===== src/rtl/rv32i_alu.sv =====
// RV32I integer ALU with a registered result (one-cycle latency).
// Define ALU_MUL_EN to add the RV32M multiply group; divide encodings then return 0.
module rv32i_alu (
    input  logic        clk,
    input  logic        rst,
    input  logic [31:0] in1,
    input  logic [31:0] in2,
    input  logic        is_imm,
    input  logic [2:0]  funct3,
    input  logic [6:0]  funct7,
    output logic [31:0] out
);

    logic [4:0]  shamt;
    logic        is_mext;
    logic        alt;
    logic [31:0] base_res;
    logic [31:0] res;

    assign shamt   = in2[4:0];
    assign is_mext = !is_imm && (funct7 == 7'b0000001);
    // funct7==0000001 already has bit 5 clear, so folding is_mext in changes nothing for the base ops
    assign alt     = funct7[5] && !is_mext;

    always_comb begin
        base_res = 32'd0;
        case (funct3)
            3'b000: base_res = (!is_imm && alt) ? (in1 - in2) : (in1 + in2);
            3'b001: base_res = in1 << shamt;
            3'b010: base_res = ($signed(in1) < $signed(in2)) ? 32'd1 : 32'd0;
            3'b011: base_res = (in1 < in2) ? 32'd1 : 32'd0;
            3'b100: base_res = in1 ^ in2;
            3'b101: base_res = alt ? 32'($signed(in1) >>> shamt) : (in1 >> shamt);
            3'b110: base_res = in1 | in2;
            3'b111: base_res = in1 & in2;
            default: base_res = 32'd0;
        endcase
    end

`ifdef ALU_MUL_EN
    logic [63:0] ext1_s;
    logic [63:0] ext2_s;
    logic [63:0] ext1_u;
    logic [63:0] ext2_u;
    logic [63:0] prod_ss;
    logic [63:0] prod_su;
    logic [63:0] prod_uu;
    logic [31:0] mul_res;

    // Signed products are formed modulo 2^64 on sign-extended operands.
    assign ext1_s  = {{32{in1[31]}}, in1};
    assign ext2_s  = {{32{in2[31]}}, in2};
    assign ext1_u  = {32'd0, in1};
    assign ext2_u  = {32'd0, in2};
    assign prod_ss = ext1_s * ext2_s;
    assign prod_su = ext1_s * ext2_u;
    assign prod_uu = ext1_u * ext2_u;

    always_comb begin
        mul_res = 32'd0;
        case (funct3)
            3'b000: mul_res = prod_uu[31:0];
            3'b001: mul_res = prod_ss[63:32];
            3'b010: mul_res = prod_su[63:32];
            3'b011: mul_res = prod_uu[63:32];
            default: mul_res = 32'd0;
        endcase
    end

    assign res = is_mext ? mul_res : base_res;
`else
    assign res = base_res;
`endif

    always_ff @(posedge clk or negedge rst) begin
        if (!rst) begin
            out <= 32'd0;
        end else begin
            out <= res;
        end
    end

endmodule


===== config.mk =====
export PLATFORM = sky130hd
export DESIGN_NAME = rv32i_alu
export DESIGN_NICKNAME = d
export VERILOG_FILES = /design/src/rtl/rv32i_alu.sv
export SDC_FILE = /design/constraint.sdc
export NUM_CORES = 1
export LEC_CHECK = 0
export BUFFER_PORTS_ARGS = -buffer_cell sky130_fd_sc_hd__buf_2
export CAP_MARGIN = 40
export CORE_ASPECT_RATIO = 1.5
export CORE_MARGIN = 2
export CORE_UTILIZATION = 55
export DETAILED_ROUTE_END_ITERATION = 10
export PLACE_DENSITY = 0.83
export SLEW_MARGIN = 25
export SYNTH_ARGS = -nofsm -noshare
export SYNTH_HDL_FRONTEND = slang
export SYNTH_SLANG_ARGS = --single-unit

===== constraint.sdc =====
create_clock -name clk -period 0.8 [get_ports clk]
set_input_delay 0 -clock clk [delete_from_list [all_inputs] [get_ports clk]]
set_output_delay 0 -clock clk [all_outputs]
set_load 0.1 [all_outputs]

==> impl_metrics.env, run 1 <==
export IMPL_total_clock_buffers_created_by_cts=5
export IMPL_io_pins=109
export IMPL_cts_htree_levels=2
export IMPL_firstError="[ERROR GRT-0116] Global routing finished with congestion. Check the congestion regions in the DRC Viewer."
export IMPL_total_routing_usage_gr_pct=76.6
export IMPL_chipWidth_um=111
export IMPL_run_status="stopped before the end"
export IMPL_port_buffers=102
export IMPL_sequential_share_of_the_synthesized_area_pct=8.45
export IMPL_overflow=61
export IMPL_asyncSetResetFlopFracSynth_pct=100
export IMPL_gp_congestion=1.31
export IMPL_vias_in_the_first_global_route=17500
export IMPL_clockRootBuffer="clkbuf_16"
export IMPL_synth_net_count=1459
export IMPL_synthFlopType="dfrtp_1"
export IMPL_rows=58
export IMPL_hpwl_um=37200
export IMPL_post_place_cells=1907
export IMPL_grt_first_pass_wirelength_um=108000
export IMPL_syn_inst=1283
export IMPL_stop_stage="global routing"
export IMPL_syn_mean_instance_area_um2=7.39
export IMPL_start_util_pct=56.3
export IMPL_synth_cell_type_count=89
export IMPL_clk_path_buf_depth=2
export IMPL_ys_warn_count=0
export IMPL_cts_sink_count=32
export IMPL_synth_cell_area_mm2=0.00948
export IMPL_fp_dieH_um=165
export IMPL_grt_max_degree=64
export IMPL_synth_seq_cells=32
export IMPL_synth_edff_count=0
==> cell usage after synthesis (13+ instances only) <==
cell      number  area (µm²)
nor2_1       133         499
inv_1        118         443
o21ai_0      111         556
a21oi_1      106         531
ha_1          97        1210
nand2_1       80         300
mux2i_1       70         701
clkbuf_1      64         240
mux4_2        42         946
dfrtp_1       32         801
nor3_1        30         150
o211ai_1      26         195
a22oi_1       24         180
xnor2_1       22         193
buf_2         20         100
a22o_1        18         158
nand3_1       18        90.1
a211oi_1      16         120
buf_1         13        48.8
==> per-stage QoR <==
step                area [µm²]  setup slack (ns)  util (%)  TNS (ns)
floorplan                 9810             -1.84         -    -43.22
global placement         13600             -2.09      81.0    -54.64
detailed placement       13600             -2.25      81.0    -59.38
CTS                      14800             -1.73      87.9    -45.41
==> logic make-up after synthesis <==
family | Yosys count | share of synthesized area (%)
flip-flops | 32 | 8.45
buffers and inverters | 226 | 9.61
AO/OA/AOI/OAI | 459 | 32.8
multiplexers | 119 | 18.2
adder cells (fa/ha/maj) | 99 | 13.2
AND/OR/NAND/NOR | 323 | 15.3
XOR/XNOR | 25 | 2.31
==> layer usage <==
layer  global-route usage (%)  overflow
met3                     61.7         0
met1                     73.8         2
met5                     32.2         0
met2                     93.8        25
met4                     80.5        34
==> timing repair <==
| item | CTS |
|---|---|
| buffers inserted | 22 |
| endpoints found under the setup margin | 64 |
| hold buffers | 1 |
| cloned | 7 |
| pin swaps | 71 |
| endpoints found under the hold margin | 32 |
| resized for setup | 143 |
==> inputs of run 2 (changes only) <==
--- a/config.mk
+++ b/config.mk
@@ -7,11 +7,10 @@
 export LEC_CHECK = 0
 export BUFFER_PORTS_ARGS = -buffer_cell sky130_fd_sc_hd__buf_2
 export CAP_MARGIN = 40
-export CORE_ASPECT_RATIO = 1.5
 export CORE_MARGIN = 2
-export CORE_UTILIZATION = 55
+export CORE_UTILIZATION = 40
 export DETAILED_ROUTE_END_ITERATION = 10
-export PLACE_DENSITY = 0.83
+export PLACE_DENSITY_LB_ADDON = 0.15
 export SLEW_MARGIN = 25
 export SYNTH_ARGS = -nofsm -noshare
 export SYNTH_HDL_FRONTEND = slang
==> run 2 against run 1 <==
The flow now finishes, with violations (setup timing). Area after synthesis unchanged. Synthesized cell count unchanged.
==> impl_metrics.env, run 2 <==
export IMPL_final_period_utilization_pct=311
export IMPL_biggestRegsByFlops="out x32"
export IMPL_hpwl_um=38700
export IMPL_floorplan_core_area_mm2=0.0233
export IMPL_rows=56
export IMPL_syn_mean_instance_area_um2=7.39
export IMPL_setup_violations_final=64
export IMPL_run_status="finished, violations left"
export IMPL_synth_cell_area_mm2=0.00948
export IMPL_power_static_leakage_uw=0.00733
export IMPL_number_of_antenna_violations_at_the_first_check_in_global_routing=0
export IMPL_worst_slew_pin_slew_ns=0.797
export IMPL_fin_hold_ws_ns=0.206
export IMPL_port_buffers=102
export IMPL_post_drt_wl_per_cell_um=23.4
export IMPL_asyncSetResetFlopFracSynth_pct=100
export IMPL_synth_top_cells_by_area="ha_1, mux4_2, dfrtp_1"
export IMPL_flow_area_growth_from_synthesis_pct=70.0
export IMPL_num_antenna_cells=0
export IMPL_total_clock_buffers_created_by_cts=5
export IMPL_dr_total_vias=12900
export IMPL_clock_fmax_ghz=0.402
export IMPL_cts_sink_count=32
export IMPL_report_power_total_uw=18300
export IMPL_finalCriticalPeriod_ns=2.48
export IMPL_worst_slack_ns=-1.68
export IMPL_grt_first_pass_wirelength_um=71700
export IMPL_path_clk_slew_ns=0.06
export IMPL_clk_path_buf_depth=2
export IMPL_overflow=0
export IMPL_crit_path_cell_trace="buf_8 > buf_8 > buf_6 > buf_16 > buf_8 > mux2i_1 > nor2_1 > nor2_1 > o22ai_1 > a21oi_1 > nor2_1 > a221oi_1 > buf_4 > o211ai_1 > or3b_1"
export IMPL_final_net_count=1960
export IMPL_maxSlewViolCount=0
export IMPL_worst_path_largest_cell_delay_ns=0.39
export IMPL_cellPowerDensity_mw_per_mm2=1140
export IMPL_largest_register="out"
export IMPL_yosys_area_top_type_share_pct=12.8
export IMPL_cts_htree_levels=2
export IMPL_final_fill_count=1923
export IMPL_slowest_stage="a21oi_1"
export IMPL_synth_cell_type_count=89
export IMPL_hold_violation_total_from_the_final_report=0
export IMPL_fp_dieH_um=158
export IMPL_violations="setup timing"
export IMPL_layout_commonest_cell="buf_4"
export IMPL_synth_edff_count=0
export IMPL_grt_max_degree=65
export IMPL_final_cells=2104
export IMPL_clockRootBuffer="clkbuf_16"
export IMPL_timing_max_cap_violations=0
export IMPL_critical_path_endpoint_category="flip-flop"
export IMPL_timing_critical_path_from_type="input pin"
export IMPL_drt_iter0_drc=1412
export IMPL_total_routing_usage_gr_pct=38.3
export IMPL_power_ir_vdd_worst_mv=0.943
export IMPL_most_frequently_used_cell_type_in_the_post_synthesis_netlist="nor2_1"
export IMPL_gp_congestion=1.07
export IMPL_drive_above_1_share_pct=51.4
export IMPL_max_slew_margin_rel_pct=46.9
export IMPL_start_util_pct=40.6
export IMPL_hold_path_class="input pin to async pin"
export IMPL_post_place_cells=2043
export IMPL_vias_per_cell=6.15
export IMPL_sequential_share_of_the_synthesized_area_pct=8.45
export IMPL_timing_setup_tns_ns=-46.11
export IMPL_ys_top_cells_by_count="nor2_1, inv_1, o21ai_0, a21oi_1, ha_1"
export IMPL_final_cell_mix="buf_4, nor2_1, inv_1"
export IMPL_die_area_mm2=0.0249
export IMPL_critPathKind="input pin to flip-flop"
export IMPL_cpLargestDelayFamily="compound AO/OA/AOI/OAI gates"
export IMPL_drc=0
export IMPL_drt_antenna_violating_nets=0
export IMPL_required_ns=0.96
export IMPL_vias_in_the_first_global_route=12100
export IMPL_synthFlopType="dfrtp_1"
export IMPL_cts_tree="done"
export IMPL_synth_net_count=1459
export IMPL_rsz0062_at_grt="true"
export IMPL_worst_path_buf_inv=6
export IMPL_finalWirelength_um=49200
export IMPL_worst_endpoint_arrival_ns=2.65
export IMPL_largest_register_ff_count=32
export IMPL_synth_seq_cells=32
export IMPL_io_pins=109
export IMPL_ys_warn_count=0
export IMPL_layout_cell_area_non_filler_mm2=0.0161
export IMPL_initial_drt_pass_iterations=6
export IMPL_placedInstanceArea_mm2=0.0140
export IMPL_crit_path_max_fanout=8
export IMPL_yosys_area_top_type="ha_1"
export IMPL_syn_inst=1283
export IMPL_chipWidth_um=158
## run 2: cell counts after synthesis
No cell type changed its count.
## run 2: logic make-up after synthesis
logic type	Yosys count	share of synthesized area (%)
AOI/OAI and AO/OA	459	32.8
and+or+nand+nor	323	15.3
buffers and inverters	226	9.61
muxes	119	18.2
adders and majority gates	99	13.2
DFF	32	8.45
xor gates and xnor gates	25	2.31
## run 2: area by class of cell
class	count	area, µm²	share of cell area, %
clock buffer	7	153	0.947
clock inverter	1	30.0	0.186
inverter	121	493	3.06
multi-input combinational	1025	9030	56.0
sequential	32	840	5.21
tap	319	399	2.48
timing repair buffer	599	5170	32.1
## run 2: power breakdown
part           switching, µW  total, µW  internal, µW
Clock                    682       2320          1640
Combinational           7790      13900          6150
Sequential               218       2090          1880
Total                   8690      18300          9660
## run 2: per-stage QoR
stage          setup slack [ns]  util, %
6_report                  -1.68     69.1
5_1_grt                   -1.75     69.1
4_1_cts                   -1.64     65.3
3_5_place_dp              -2.15     60.0
3_3_place_gp              -2.10     60.0
2_1_floorplan             -1.84        -
## run 2: worst paths after layout
| kind | slack, ns | startpoint | depth (start not counted) | end |
|---|---|---|---|---|
| min in group clk | 0.21 | funct3[2] | 4 | out[27]$_DFF_PN0_ |
| hold / removal | 0.21 | rst | 3 | out[18]$_DFF_PN0_ |
| setup / recovery | -1.68 | in2[0] | 15 | out[28]$_DFF_PN0_ |
| max in group asynchronous | 0.40 | rst | 3 | out[11]$_DFF_PN0_ |
## run 2: what timing repair did
item                                   4_1_cts  5_1_grt
resized for setup                          170      176
pin swaps                                   73       82
hold buffers                                 1        0
gates cloned                                 4        0
buffers inserted                            30       22
setup endpoints to repair                   64       64
endpoints found under the hold margin       32        0
## run 2: routing by layer
layer / track usage, % / vias up / share of wire, % / wire length, µm
li1: - / 5756 / - / -
met1: 50.0 / 6108 / 38 / 18900
met2: 59.8 / 851 / 44 / 21400
met3: 5.39 / 221 / 9.9 / 4880
met4: 23.4 / 0 / 8.1 / 3970
met5: 0 / - / 0 / 0
No activity file was read; power rests on OpenSTA's default activity.
